[src/rtl/seg_scan_display_pkg.sv]
// Shared constants for the multiplexed time display:
// segment glyphs, digit-slot map and enable helper.
package seg_scan_display_pkg;

    // Active-low glyphs {g,f,e,d,c,b,a}
    localparam logic [6:0] GLYPH_0    = 7'h40;
    localparam logic [6:0] GLYPH_1    = 7'h79;
    localparam logic [6:0] GLYPH_2    = 7'h24;
    localparam logic [6:0] GLYPH_3    = 7'h30;
    localparam logic [6:0] GLYPH_4    = 7'h19;
    localparam logic [6:0] GLYPH_5    = 7'h12;
    localparam logic [6:0] GLYPH_6    = 7'h02;
    localparam logic [6:0] GLYPH_7    = 7'h78;
    localparam logic [6:0] GLYPH_8    = 7'h00;
    localparam logic [6:0] GLYPH_9    = 7'h10;
    localparam logic [6:0] GLYPH_E    = 7'h06;
    localparam logic [6:0] GLYPH_DASH = 7'h3F;

    // Full 8-bit patterns {dp,g..a}
    localparam logic       DP_OFF   = 1'b1;
    localparam logic [7:0] SEG_DASH = {DP_OFF, GLYPH_DASH};
    localparam logic [7:0] SEG_OFF  = 8'hFF;
    localparam logic [7:0] AN_OFF   = 8'hFF;

    // Digit slots, right to left on the display
    localparam logic [2:0] SLOT_SEC_U  = 3'd0;
    localparam logic [2:0] SLOT_SEC_T  = 3'd1;
    localparam logic [2:0] SLOT_DASH_L = 3'd2;
    localparam logic [2:0] SLOT_MIN_U  = 3'd3;
    localparam logic [2:0] SLOT_MIN_T  = 3'd4;
    localparam logic [2:0] SLOT_DASH_H = 3'd5;
    localparam logic [2:0] SLOT_HOUR_U = 3'd6;
    localparam logic [2:0] SLOT_HOUR_T = 3'd7;
    localparam logic [2:0] SLOT_LAST   = 3'd7;

    // One-hot active-low digit enable for a slot
    function automatic logic [7:0] slot_enable(input logic [2:0] slot);
        return ~(8'h01 << slot);
    endfunction

endpackage

[src/rtl/seg_scan_display_seg7_decode.sv]
// BCD nibble to active-low 7-segment glyph.
// Nibbles 10-15 render as 'E'.
module seg7_decode
    import seg_scan_display_pkg::*;
(
    input  logic [3:0] bcd,
    output logic [6:0] glyph
);

    // Pure lookup; out-of-range codes show an error glyph
    always_comb begin
        glyph = GLYPH_E;
        unique case (bcd)
            4'd0:    glyph = GLYPH_0;
            4'd1:    glyph = GLYPH_1;
            4'd2:    glyph = GLYPH_2;
            4'd3:    glyph = GLYPH_3;
            4'd4:    glyph = GLYPH_4;
            4'd5:    glyph = GLYPH_5;
            4'd6:    glyph = GLYPH_6;
            4'd7:    glyph = GLYPH_7;
            4'd8:    glyph = GLYPH_8;
            4'd9:    glyph = GLYPH_9;
            default: glyph = GLYPH_E;
        endcase
    end

endmodule

[src/rtl/seg_scan_display.sv]
// Eight-digit multiplexed HH-MM-SS display scanner
// with frame-aligned shadow capture and chime buzzer.
module seg_scan_display
    import seg_scan_display_pkg::*;
#(
    parameter int SCAN_DIV = 100000,
    parameter int BUZZ_DIV = 25000
) (
    input  logic       clk,
    input  logic       rst_n,
    input  logic       blank,
    input  logic [7:0] hour,
    input  logic [7:0] min,
    input  logic [7:0] sec,
    input  logic       tweet,
    output logic [7:0] an,
    output logic [7:0] seg,
    output logic       buzz
);

    localparam int SW = (SCAN_DIV > 2) ? $clog2(SCAN_DIV) : 1;
    localparam int BW = (BUZZ_DIV > 2) ? $clog2(BUZZ_DIV) : 1;
    localparam logic [SW-1:0] SCAN_LAST = SW'(SCAN_DIV - 1);
    localparam logic [BW-1:0] TONE_LAST = BW'(BUZZ_DIV - 1);

    logic [SW-1:0] scan_cnt;
    logic          tick;
    logic [2:0]    idx;
    logic          frame_wrap;
    logic [7:0]    sh_hour;
    logic [7:0]    sh_min;
    logic [7:0]    sh_sec;
    logic [3:0]    nib;
    logic          dash;
    logic [6:0]    glyph;
    logic [BW-1:0] tone_cnt;
    logic          tweet_q;

    assign tick       = (scan_cnt == SCAN_LAST);
    assign frame_wrap = tick && (idx == SLOT_LAST);

    // Slot-period prescaler
    always_ff @(posedge clk or negedge rst_n) begin
        if (!rst_n) begin
            scan_cnt <= '0;
        end else if (tick) begin
            scan_cnt <= '0;
        end else begin
            scan_cnt <= scan_cnt + 1'b1;
        end
    end

    // Digit slot index, wraps 7 -> 0 naturally
    always_ff @(posedge clk or negedge rst_n) begin
        if (!rst_n) begin
            idx <= '0;
        end else if (tick) begin
            idx <= idx + 3'd1;
        end
    end

    // Time snapshot taken once per frame so digits never tear
    always_ff @(posedge clk or negedge rst_n) begin
        if (!rst_n) begin
            sh_hour <= '0;
            sh_min  <= '0;
            sh_sec  <= '0;
        end else if (frame_wrap) begin
            sh_hour <= hour;
            sh_min  <= min;
            sh_sec  <= sec;
        end
    end

    // Pick the nibble (or dash) shown in the current slot
    always_comb begin
        nib  = '0;
        dash = 1'b0;
        unique case (idx)
            SLOT_SEC_U:  nib = sh_sec[3:0];
            SLOT_SEC_T:  nib = sh_sec[7:4];
            SLOT_DASH_L: dash = 1'b1;
            SLOT_MIN_U:  nib = sh_min[3:0];
            SLOT_MIN_T:  nib = sh_min[7:4];
            SLOT_DASH_H: dash = 1'b1;
            SLOT_HOUR_U: nib = sh_hour[3:0];
            SLOT_HOUR_T: nib = sh_hour[7:4];
        endcase
    end

    seg7_decode u_decode (
        .bcd   (nib),
        .glyph (glyph)
    );

    // Registered drive lags the index by one clock
    always_ff @(posedge clk or negedge rst_n) begin
        if (!rst_n) begin
            an  <= AN_OFF;
            seg <= SEG_OFF;
        end else if (blank) begin
            an  <= AN_OFF;
            seg <= SEG_OFF;
        end else begin
            an  <= slot_enable(idx);
            seg <= dash ? SEG_DASH : {DP_OFF, glyph};
        end
    end

    // Chime tone: restart phase on request edge, silence when idle
    always_ff @(posedge clk or negedge rst_n) begin
        if (!rst_n) begin
            tweet_q  <= 1'b0;
            tone_cnt <= '0;
            buzz     <= 1'b0;
        end else begin
            tweet_q <= tweet;
            if (!tweet || !tweet_q) begin
                tone_cnt <= '0;
                buzz     <= 1'b0;
            end else if (tone_cnt == TONE_LAST) begin
                tone_cnt <= '0;
                buzz     <= ~buzz;
            end else begin
                tone_cnt <= tone_cnt + 1'b1;
            end
        end
    end

endmodule
[config.mk]
export PLATFORM = sky130hd
export DESIGN_NAME = seg_scan_display
export DESIGN_NICKNAME = d
export VERILOG_FILES = /design/src/rtl/seg_scan_display_pkg.sv /design/src/rtl/seg_scan_display_seg7_decode.sv /design/src/rtl/seg_scan_display.sv
export SDC_FILE = /design/constraint.sdc
export NUM_CORES = 1
export LEC_CHECK = 0
export ABC_CLOCK_PERIOD_IN_PS = 3400
export CAP_MARGIN = 20
export CORE_ASPECT_RATIO = 2
export CORE_MARGIN = 2
export CORE_UTILIZATION = 35
export DETAILED_ROUTE_END_ITERATION = 10
export GPL_TIMING_DRIVEN = 0
export HOLD_SLACK_MARGIN = 0.03
export PLACE_DENSITY = 0.58
export SYNTH_ARGS = -nofsm -noshare
export SYNTH_HDL_FRONTEND = slang
export SYNTH_SLANG_ARGS = --single-unit
[constraint.sdc]
create_clock -name clk -period 3.4 [get_ports clk]
set_input_delay 0.68 -clock clk [delete_from_list [all_inputs] [get_ports clk]]
set_output_delay 0.68 -clock clk [all_outputs]
set_load 0.1 [all_outputs]
==> metrics.md, run 1 <==
| Metric | Value |
|---|---|
| P_int | `1.54 mW` |
| CP Capture Type | `flip-flop` |
| IO Pins | `45` |
| RSZ-0062 raised after global routing | `no` |
| Skew final | `9.49 ps` |
| Fin crit period | `2700 ps` |
| Top cell family by delay on the critical path | `compound AO/OA/AOI/OAI gates` |
| H-tree depth | `3` |
| Max-slew headroom | `34.4%` |
| Total GRT Usage | `14.7%` |
| Power per cell area | `438 mW/mm^2` |
| Status | `finished, final reports clean` |
| Post-CTS setup buffer count | `0` |
| Max Freq | `370 MHz` |
| Core Util, Final | `45.3%` |
| Post-placement cell count | `489` |
| Synthesis Warnings | `0` |
| Clk Latency, worst-skew pair | `340 ps` |
| Fin. Hold Viols | `0` |
| Setup Viol. Count Final | `0` |
| Number of global-route vias before repair | `2591` |
| Synth Area per Inst | `11.8 um^2` |
| Initial Utilization | `36.1%` |
| Critical path, cell by cell | `clkbuf_1 -> buf_2 -> inv_1 -> ha_1 -> a22oi_1 -> and3_1 -> o22ai_1 -> inv_1 -> ha_1 -> o31a_1 -> o21ai_0` |
| Design Area, Final | `0.00460 mm^2` |
| Initial antenna violation count | `0` |
| Sw Share | `23.7%` |
| N_diodes | `0` |
| Vert. Die Dim | `149 um` |
| CTS tree | `yes` |
| Top-count cell post-synth | `dfrtp_1` |
| Row count | `52` |
| Flop pwr share | `45.5%` |
| Vias per inst | `4.74` |
| Final Non-Filler Cells | `505` |
| Comb pwr share | `5.6%` |
| CTS Sinks | `76` |
| First-pass GRT wire length | `12700 um` |
| Hold_buf cts | `0` |
| Core box area | `0.0101 mm^2` |
| P_sw | `0.476 mW` |
| Worst path arrival time | `2960 ps` |
| Yosys cell types | `52` |
| EDFF count, synth | `0` |
| DP HPWL | `5640 um` |
| DR iter-0 viols | `103` |
| Total wire length | `7620 um` |
| DP Area | `0.00429 mm^2` |
| Largest net degree at the start of global routing | `52` |
| Routed via count | `2392` |
| Post-synth top flop | `dfrtp_1` |
| Worst slew pin tran | `980 ps` |
| Routability cong. | `0.754` |
| Commonest cells in the netlist | `61 x dfrtp_1, 34 x nor2_1, 21 x nand3_1` |
| Filler cells | `1003` |
| Clock Tree Root | `clkbuf_16` |
| FF+latch count, synth | `76` |
| Crit path largest cell delay | `370 ps` |
| Final worst-path cycle share | `79.4%` |
| Area growth, synth to finish | `25.5%` |
| Post-route ant nets | `0` |
| Overflow after GRT | `0` |
| Slew Viols, Final | `0` |
| Maxcap violations | `0` |
| Die area | `0.0114 mm^2` |
| Syn nets | `351` |
| IO buf count | `43` |
| Post-cts sizing count | `0` |
| Drt wl/cell | `15.1 um` |
| Post-synth top area share | `41.6%` |
| Die Wd | `76.4 um` |
| CP Class | `reg -> reg` |
| Synthesized area | `0.00367 mm^2` |
| Post-synth top area cell | `dfrtp_1` |
| Sequential area share after synthesis | `52.4%` |
| Instance count of the mapped netlist | `310` |
| First-pass detailed-route iteration total | `4` |
| Hold WC Path Type | `in -> async` |
| Clock Power Share | `48.9%` |
| Final #Nets | `406` |
| Num CTS Buffers | `9` |
| Maximum root-to-sink buffer count | `2` |
| Largest cells by area after synthesis | `dfrtp_1 42%, dfstp_2 11%, mux2_4 8.2%` |
| Layout cells sized above 1 | `19.7%` |
| Clock slew at reported path FFs | `70 ps` |
| Slowest CP cell | `dfrtp_1` |
| DRC | `0` |
| Req. time, crit path | `3660 ps` |
| Max Fanout on Critical Path | `10` |
| Pleak | `2.00 nW` |
| Async SR Flop Fraction | `100%` |
| Worst setup SP type | `flip-flop` |
| WP buf/inv | `4` |
| Worst vdd ir | `251 uV` |
[layer usage]
| metal | GRT usage, % | vias up | share of wire, % |
|---|---|---|---|
| met2 | 26.3 | 42 | 56 |
| met4 | 8.09 | 0 | 3.4 |
| met5 | 0 | - | 0 |
| li1 | - | 1182 | - |
| met1 | 15.6 | 1157 | 38 |
| met3 | 3.63 | 11 | 3.1 |
[cell usage in the layout (no fill, tap or decap), types with 10 or more instances in the layout]
cell type        count
nand2_1             18
nand3_1             21
clkdlybuf4s50_1     42
xnor2_1             17
dfstp_2             15
mux2_4              20
dfrtp_1             61
ha_1                13
and3_1              10
xor2_1              12
nor2_1              34
[power by group through the flow]
stage | logic [mW] | clock network, mW | registers, mW
after CTS | 0.116 | 1.01 | 0.916
after global placement | 0.111 | 0 | 0.932
after detailed placement | 0.116 | 0 | 0.932
after floorplan | 0.0150 | 0 | 0.965
after global routing | 0.120 | 1.05 | 0.916
final | 0.113 | 0.985 | 0.916
[worst register-to-register path, cell delays in order (launching register included)]
cell and delay [ps]:
dfrtp_1 370, clkbuf_1 200, buf_2 230, inv_1 130, ha_1 260, a22oi_1 100
and3_1 200, o22ai_1 310, inv_1 150, ha_1 320, o31a_1 290, o21ai_0 70
[registers in the layout, summed over array words and instances, names as in the netlist]
| signal | count |
|---|---|
| tone_cnt | 15 |
| sh_hour | 8 |
| an | 8 |
| sh_min | 8 |
| seg | 7 |
| scan_cnt | 17 |
| sh_sec | 8 |
| tweet_q | 1 |
| idx | 3 |
| buzz | 1 |
[metrics by stage]
stage	total power, mW	worst slack (ps)	hold WS, ps	setup TNS [ps]
6_report	2.01	700	246	0
5_1_grt	2.09	468	262	0
4_1_cts	2.04	687	251	0
3_5_place_dp	1.05	711	453	0
3_3_place_gp	1.04	-912	441	-55930
2_1_floorplan	0.980	1080	384	0
[layout make-up]
class,count,area [um^2],share of cell area [%]
plain buffers,11,95.1,2.07
inverters,9,33.8,0.734
well taps,135,169,3.67
flip-flops and latches,76,1920,41.7
repair buffers,44,455,9.90
clock inverters,7,83.8,1.82
clock buffers,9,225,4.90
multi-input cells,214,1620,35.2
[cells by family (layout without fill, tap and decap cells)]
family / after synthesis / count (layout) / synth area share [%]
adder cells (fa/ha/maj): 13 / 13 / 4.44
flip-flops: 76 / 76 / 52.4
buffers and inverters: 20 / 80 / 3.51
other: 1 / 1 / 0.102
multiplexers: 29 / 29 / 10.8
AO/OA/AOI/OAI: 31 / 31 / 5.97
XOR/XNOR: 29 / 29 / 6.93
AND/OR/NAND/NOR: 111 / 111 / 15.9
[worst paths after layout]
kind / start / endpoint / slack (ps) / depth (start not counted)
max: idx[2]$_DFFE_PN0N_ / seg[3]$_DFF_PN1_ / 700 / 11
min: rst_n / tweet_q$_DFF_PN0_ / 250 / 1
max reg2reg: idx[2]$_DFFE_PN0N_ / seg[3]$_DFF_PN1_ / 700 / 11
min reg2reg: tone_cnt[0]$_DFF_PN0_ / tone_cnt[0]$_DFF_PN0_ / 450 / 1
max in group asynchronous: rst_n / seg[3]$_DFF_PN1_ / 2530 / 2
min in group clk: tone_cnt[0]$_DFF_PN0_ / tone_cnt[0]$_DFF_PN0_ / 450 / 1
Power figures use the tool's default switching activity.
==> inputs of run 2 (changes only) <==
--- a/config.mk
+++ b/config.mk
@@ -5,7 +5,7 @@
 export SDC_FILE = /design/constraint.sdc
 export NUM_CORES = 1
 export LEC_CHECK = 0
-export ABC_CLOCK_PERIOD_IN_PS = 3400
+export ABC_CLOCK_PERIOD_IN_PS = 2500
 export CAP_MARGIN = 20
 export CORE_ASPECT_RATIO = 2
 export CORE_MARGIN = 2
==> constraint.sdc (replaced) <==
create_clock -name clk -period 2.5 [get_ports clk]
set_input_delay 0.5 -clock clk [delete_from_list [all_inputs] [get_ports clk]]
set_output_delay 0.5 -clock clk [all_outputs]
set_load 0.1 [all_outputs]
==> run 2 against run 1 <==
Net effect:
- via count is 0.21% higher
- sequential share of layout area is 0.70 points lower
- first-iteration DRC count is 19% higher
- clock power is 36% higher
- non-clock buffer count stayed put
- global-route usage hardly changed
- total power is 36% higher
- routed wire length is 0.60% higher
- highest routed layer unchanged
- largest power group unchanged
- clock-buffer cell count stayed put
- combinational power is 35% higher
- register-to-register slack worse by 530 ps
==> metrics.md, run 2 (same netlist as run 1, synthesis figures left out) <==
| Metric | Value |
|---|---|
| Die area | `0.0114 mm^2 (unchanged)` |
| Pleak | `2.06 nW (was 2.00 nW)` |
| Drt wl/cell | `15.2 um (was 15.1 um)` |
| Area growth, synth to finish | `27.6% (was 25.5%)` |
| Clock slew at reported path FFs | `70 ps (about the same)` |
| Max reg flops | `17 (unchanged)` |
| Initial antenna violation count | `0 (unchanged)` |
| RR Startpoint | `idx[2]$_DFFE_PN0N_ (unchanged)` |
| IO buf count | `43 (unchanged)` |
| Core box area | `0.0101 mm^2 (unchanged)` |
| Vias per inst | `4.75 (was 4.74)` |
| Setup_tns | `0 ps (unchanged)` |
| DP Area | `0.00429 mm^2 (unchanged)` |
| Pre-CTS setup slack | `-189 ps (was 711 ps)` |
| Maximum root-to-sink buffer count | `2 (unchanged)` |
| Die Wd | `76.4 um (unchanged)` |
| Total power draw | `2.74 mW (was 2.01 mW)` |
| CP Class | `reg -> out (was reg -> reg)` |
| Skew final | `10.8 ps (was 9.49 ps)` |
| WP buf/inv | `1 (was 4)` |
| H-tree depth | `3 (unchanged)` |
| Final Non-Filler Cells | `505 (unchanged)` |
| Reg2Reg Setup Slack | `170 ps (was 700 ps)` |
| Max Fanout on Critical Path | `1 (was 10)` |
| First-pass detailed-route iteration total | `5 (was 4)` |
| Layout cells sized above 1 | `22.7% (was 19.7%)` |
| Vert. Die Dim | `149 um (unchanged)` |
| Worst setup SP type | `flip-flop (unchanged)` |
| CTS tree | `yes (unchanged)` |
| Power per cell area | `585 mW/mm^2 (was 438 mW/mm^2)` |
| DRC | `0 (unchanged)` |
| IO Pins | `45 (unchanged)` |
| Worst path arrival time | `1970 ps (was 2960 ps)` |
| Worst vdd ir | `342 uV (was 251 uV)` |
| R2R cell count | `11 (unchanged)` |
| N_diodes | `0 (unchanged)` |
| Crit path largest cell delay | `1120 ps (was 370 ps)` |
| Routability cong. | `0.754 (unchanged)` |
| Number of global-route vias before repair | `2596 (was 2591)` |
| Hold WC Path Type | `in -> async (unchanged)` |
| Critical path, cell by cell | `clkdlybuf4s50_1 (was clkbuf_1 -> buf_2 -> inv_1 -> ha_1 -> a22oi_1 -> and3_1 -> o22ai_1 -> inv_1 -> ha_1 -> o31a_1 -> o21ai_0)` |
| Setup Viol. Count Final | `0 (unchanged)` |
| Clk Latency, worst-skew pair | `340 ps (about the same)` |
| Row count | `52 (unchanged)` |
| Worst slew pin tran | `969 ps (was 980 ps)` |
| Req. time, crit path | `2000 ps (was 3660 ps)` |
| Design Area, Final | `0.00468 mm^2 (was 0.00460 mm^2)` |
| Fin Hold WS | `64.5 ps (was 246 ps)` |
| Routed via count | `2397 (was 2392)` |
| Min setup slack post-route | `32.6 ps (was 700 ps)` |
| DP HPWL | `5640 um (unchanged)` |
| Largest net degree at the start of global routing | `52 (unchanged)` |
| Core Util, Final | `46.1% (was 45.3%)` |
| Overflow after GRT | `0 (unchanged)` |
| Post-route ant nets | `0 (unchanged)` |
| RR Endpoint | `seg[3]$_DFF_PN1_ (unchanged)` |
| Maxcap violations | `0 (unchanged)` |
| Total wire length | `7670 um (was 7620 um)` |
| CTS Sinks | `76 (unchanged)` |
| Commonest non-fill, non-tap cells in the layout | `61 x dfrtp_1, 34 x nor2_1, 30 x clkdlybuf4s50_1 (was 61 x dfrtp_1, 42 x clkdlybuf4s50_1, 34 x nor2_1)` |
| Slowest CP cell | `clkdlybuf4s50_1 (was dfrtp_1)` |
| Initial Utilization | `36.1% (unchanged)` |
| Total GRT Usage | `14.7% (about the same)` |
| Final #Nets | `406 (unchanged)` |
| First-pass GRT wire length | `12700 um (about the same)` |
| DR iter-0 viols | `123 (was 103)` |
| Multi-input gate area | `0.00165 mm^2 (was 0.00162 mm^2)` |
| Fin. Hold Viols | `0 (unchanged)` |
| Slew Viols, Final | `0 (unchanged)` |
| Top cell family by delay on the critical path | `buffers and inverters (was compound AO/OA/AOI/OAI gates)` |
| Final worst-path cycle share | `98.7%` |
| CP Capture Type | `primary output (was flip-flop)` |
| Max Freq | `405 MHz` |
| Filler cells | `985 (was 1003)` |
| Max-slew headroom | `35.3% (was 34.4%)` |
| Commonest non-fill, non-tap cell in the layout | `dfrtp_1 (unchanged)` |
| RSZ-0062 raised after global routing | `no (unchanged)` |
| Most flop-heavy register | `scan_cnt (unchanged)` |
| Clock Tree Root | `clkbuf_16 (unchanged)` |
| Fin crit period | `2470 ps` |
| Status | `finished, final reports clean (unchanged)` |
| Hold_buf cts | `0 (unchanged)` |
| Register area | `0.00192 mm^2 (unchanged)` |
| Post-placement cell count | `489 (unchanged)` |
| Top Registers | `scan_cnt (17), tone_cnt (15) (unchanged)` |
| Num CTS Buffers | `9 (unchanged)` |
[run 2: cell type report]
cell class,instances,area share (%)
flip-flops and latches,76,41.0
clock buffers,9,4.81
multi-input cells,214,35.3
inverters,9,0.722
plain buffers,10,2.33
well taps,135,3.61
clock inverters,7,1.79
repair buffers,45,10.4
[run 2: repair_timing]
action                                  in CTS  in global routing
resized for setup                            7                 26
endpoints found under the setup margin       7                 14
buffers inserted                             0                  1
pin swaps                                    0                  3
[run 2: power breakdown]
part / internal, mW / leakage [nW] / switching [mW] / total, mW
Sequential: 1.24 / 0.993 / 0.00229 / 1.25
Combinational: 0.0568 / 0.917 / 0.0955 / 0.152
Clock: 0.790 / 0.149 / 0.548 / 1.34
Total: 2.09 / 2.06 / 0.646 / 2.74
[run 2: layer usage]
layer | wire length, um | vias up | track usage (%)
met1 | 2890 | 1156 | 15.5
met4 | 263 | 0 | 8.09
met3 | 234 | 12 | 3.63
met2 | 4280 | 46 | 26.4
li1 | - | 1183 | -
met5 | 0 | - | 0
[run 2: worst max-delay path by stage]
stage / from / end / slack (ps) / cells past startpoint
finish: an[2]$_DFF_PN1_ / an[2] / 30 / 1
CTS: an[3]$_DFF_PN1_ / an[3] / 0.07 / 1
floorplan: idx[2]$_DFFE_PN0N_ / seg[3]$_DFF_PN1_ / 180 / 11
detailed placement: idx[2]$_DFFE_PN0N_ / seg[3]$_DFF_PN1_ / -190 / 11
global route: seg[6]$_DFF_PN1_ / seg[6] / 3 / 1
global placement: rst_n / sh_min[2]$_DFFE_PN0P_ / -1630 / 1
==> inputs of run 3 (changes only) <==
--- a/config.mk
+++ b/config.mk
@@ -5,6 +5,7 @@
 export SDC_FILE = /design/constraint.sdc
 export NUM_CORES = 1
 export LEC_CHECK = 0
+export ABC_AREA = 1
 export ABC_CLOCK_PERIOD_IN_PS = 2500
 export CAP_MARGIN = 20
 export CORE_ASPECT_RATIO = 2
==> run 3 against run 2 <==
Net effect:
- total power is 4.6% lower
- utilization is 1.8 points lower
- clock-buffer cell count is 2 higher
- synthesized cell count grew 59%
- setup slack barely moved
- non-clock buffer count is 1 higher
==> metrics.md, run 3 <==
| Metric | Value |
|---|---|
| Multi-input gate area | `0.00171 mm^2 (was 0.00165 mm^2)` |
| FF+latch count, synth | `76 (unchanged)` |
| Instance count of the mapped netlist | `493 (was 310)` |
| Fin crit period | `2470 ps (about the same)` |
| Worst setup SP type | `flip-flop (unchanged)` |
| Worst path arrival time | `1970 ps (about the same)` |
| Synthesis Warnings | `0 (unchanged)` |
| DR iter-0 viols | `154 (was 123)` |
| Largest family of logic cells by synthesized area | `simple AND/OR/NAND/NOR gates (unchanged)` |
| RSZ-0062 raised after global routing | `no (unchanged)` |
| RR Startpoint | `idx[0]$_DFFE_PN0N_ (was idx[2]$_DFFE_PN0N_)` |
| Register area | `0.00192 mm^2 (unchanged)` |
| Vert. Die Dim | `154 um (was 149 um)` |
| Async SR Flop Fraction | `100% (unchanged)` |
| Final Non-Filler Cells | `692 (was 505)` |
| Layout cells sized above 1 | `10.5% (was 22.7%)` |
| Core Util, Final | `44.3% (was 46.1%)` |
| Synthesized area | `0.00392 mm^2 (was 0.00367 mm^2)` |
| Slowest CP cell | `clkdlybuf4s50_1 (unchanged)` |
| Syn nets | `534 (was 351)` |
| Total GRT Usage | `16.0% (was 14.7%)` |
| Fin Hold WS | `460 ps (was 64.5 ps)` |
| Synth Area in Simple Gates | `34.3% (was 15.9%)` |
| Filler cells | `1102 (was 985)` |
| Fin. Hold Viols | `0 (unchanged)` |
| Post-route ant nets | `0 (unchanged)` |
| Sequential area share after synthesis | `49.0% (was 52.4%)` |
| WP depth | `1 (unchanged)` |
| Power per cell area | `539 mW/mm^2 (was 585 mW/mm^2)` |
| First-pass detailed-route iteration total | `4 (was 5)` |
| Setup Viol. Count Final | `0 (unchanged)` |
| Hold WC Path Type | `reg -> reg (was in -> async)` |
| EDFF count, synth | `0 (unchanged)` |
| Max Fanout on Critical Path | `1 (unchanged)` |
| Synth Area per Inst | `7.95 um^2 (was 11.8 um^2)` |
| CTS tree | `yes (unchanged)` |
| Clock slew at reported path FFs | `60 ps (was 70 ps)` |
| WP buf/inv | `1 (unchanged)` |
| Yosys cell types | `30 (was 52)` |
| Worst Hold Launch | `tone_cnt[0]$_DFF_PN0_` |
| Maxcap violations | `0 (unchanged)` |
| Critical path, cell by cell | `clkdlybuf4s50_1 (unchanged)` |
| Max Freq | `405 MHz (about the same)` |
| Status | `finished, final reports clean (unchanged)` |
| Post-synth top flop | `dfrtp_1 (unchanged)` |
| Slew Viols, Final | `0 (unchanged)` |
| Compound-Gate Fraction of Synth Area | `2.68% (was 5.97%)` |
| Clk Latency, worst-skew pair | `330 ps (was 340 ps)` |
| H-tree depth | `3 (unchanged)` |
| Worst vdd ir | `309 uV (was 342 uV)` |
| Commonest non-fill, non-tap cells in the layout | `143 x nand2_1, 61 x nor2_1, 61 x dfrtp_1 (was 61 x dfrtp_1, 34 x nor2_1, 30 x clkdlybuf4s50_1)` |
| Largest cells by area after synthesis | `dfrtp_1 39%, nand2_1 14%, dfstp_2 10% (was dfrtp_1 42%, dfstp_2 11%, mux2_4 8.2%)` |
| Core box area | `0.0109 mm^2 (was 0.0101 mm^2)` |
| Number of global-route vias before repair | `3323 (was 2596)` |
| Die area | `0.0121 mm^2 (was 0.0114 mm^2)` |
| Xor and xnor area share after synthesis | `2.23% (was 6.93%)` |
| DRC | `0 (unchanged)` |
| Max reg flops | `17 (unchanged)` |
| Reg2Reg Setup Slack | `320 ps (was 170 ps)` |
| Multiplexer share of the synthesized area | `0% (was 10.8%)` |
| IO Pins | `45 (unchanged)` |
| RR Endpoint | `seg[3]$_DFF_PN1_ (unchanged)` |
| Post-synthesis adder-cell area fraction | `4.15% (was 4.44%)` |
| Top cell family by delay on the critical path | `buffers and inverters (unchanged)` |
| N_diodes | `0 (unchanged)` |
| Req. time, crit path | `2000 ps (about the same)` |
| Overflow after GRT | `0 (unchanged)` |
| CTS Sinks | `76 (unchanged)` |
| Maximum root-to-sink buffer count | `2 (unchanged)` |
| Hold path cells | `1` |
| Most flop-heavy register | `scan_cnt (unchanged)` |
| Routability cong. | `0.907 (was 0.754)` |
| Pleak | `2.26 nW (was 2.06 nW)` |
| Area growth, synth to finish | `23.6% (was 27.6%)` |
| Clock Tree Root | `clkbuf_16 (unchanged)` |
| Commonest cells in the netlist | `143 x nand2_1, 61 x dfrtp_1, 61 x nor2_1 (was 61 x dfrtp_1, 34 x nor2_1, 21 x nand3_1)` |
| Skew final | `6.17 ps (was 10.8 ps)` |
| Post-synth top area share | `38.9% (was 41.6%)` |
| Num CTS Buffers | `9 (unchanged)` |
| Top-count cell post-synth | `nand2_1 (was dfrtp_1)` |
| Commonest non-fill, non-tap cell in the layout | `nand2_1 (was dfrtp_1)` |
| R2R cell count | `14 (was 11)` |
| Final worst-path cycle share | `98.7% (about the same)` |
| Vias per inst | `4.68 (was 4.75)` |
| Crit path largest cell delay | `1120 ps (about the same)` |
| Row count | `54 (was 52)` |
| Final #Nets | `589 (was 406)` |
| Max-slew headroom | `34.8% (was 35.3%)` |
| Post-placement cell count | `677 (was 489)` |
| IO buf count | `43 (unchanged)` |
| First-pass GRT wire length | `15200 um (was 12700 um)` |
| Drt wl/cell | `13.0 um (was 15.2 um)` |
| CP Class | `reg -> out (unchanged)` |
| Initial Utilization | `35.8% (was 36.1%)` |
| Largest net degree at the start of global routing | `65 (was 52)` |
| Die Wd | `78.8 um (was 76.4 um)` |
| Initial antenna violation count | `0 (unchanged)` |
| Hold EP | `tone_cnt[0]$_DFF_PN0_` |
| Top Registers | `scan_cnt (17), tone_cnt (15) (unchanged)` |
| Total wire length | `8990 um (was 7670 um)` |
| CP Capture Type | `primary output (unchanged)` |
| Routed via count | `3242 (was 2397)` |
| DP HPWL | `6880 um (was 5640 um)` |
| Post-synth top area cell | `dfrtp_1 (unchanged)` |
| Worst slew pin tran | `976 ps (was 969 ps)` |
[run 3: worst max-delay path by stage]
| stage | start | to | slack [ps] |
|---|---|---|---|
| final | an[3]$_DFF_PN1_ | an[3] | 30 |
| after global routing | an[3]$_DFF_PN1_ | an[3] | 7 |
| after CTS | an[3]$_DFF_PN1_ | an[3] | 20 |
| after detailed placement | idx[0]$_DFFE_PN0N_ | seg[4]$_DFF_PN1_ | 110 |
| after global placement | rst_n | scan_cnt[0]$_DFF_PN0_ | -1730 |
| after floorplan | idx[0]$_DFFE_PN0N_ | seg[6]$_DFF_PN1_ | 520 |
[run 3: where the power goes]
part	total [mW]	internal [mW]	switching, mW
clock network	1.20	0.717	0.487
logic	0.159	0.0574	0.102
registers	1.25	1.24	0.00271
total	2.61	2.02	0.592
[run 3: cell type report]
type	instances	share of cell area, %
Buffer	11	1.47
Clock buffer	11	5.22
Clock inverter	4	0.517
Inverter	59	4.57
Multi-Input combinational cell	346	35.2
Sequential cell	76	39.6
Tap cell	140	3.62
Timing Repair Buffer	45	9.76
[run 3: kinds of logic after synthesis]
group                      count (synthesis)
AOI/OAI and AO/OA                         19
xor gates and xnor gates                  10
adders and majority gates                 13
buffers and inverters                     71
DFF                                       76
other                                      1
and+or+nand+nor                          303
[run 3: what timing repair did]
| action | in CTS | in global routing |
|---|---|---|
| hold endpoints to repair | 12 | 0 |
| hold buffers | 1 | 0 |
| setup endpoints to repair | 0 | 9 |
| buffers inserted | 0 | 0 |
| resized for setup | 0 | 4 |
[run 3: layer usage]
layer  track usage [%]  share of wire, %  wire length, um  up-vias
met5                 0                 0                0        -
met2              29.8                55             4990       67
met1              16.9                39             3460     1493
met4              7.55               3.3              301        0
li1                  -                 -                -     1661
met3              2.88               2.6              238       21
[run 3: stage by stage]
step	worst slack (ps)	TNS [ps]	power (mW)	cell area (um^2)
4_1_cts	21.7	0	2.64	4840
3_5_place_dp	115	0	1.43	4550
2_1_floorplan	516	0	1.34	3920
6_report	32.2	0	2.61	4840
3_3_place_gp	-1730	-117450	1.42	4530
5_1_grt	6.93	0	2.71	4840
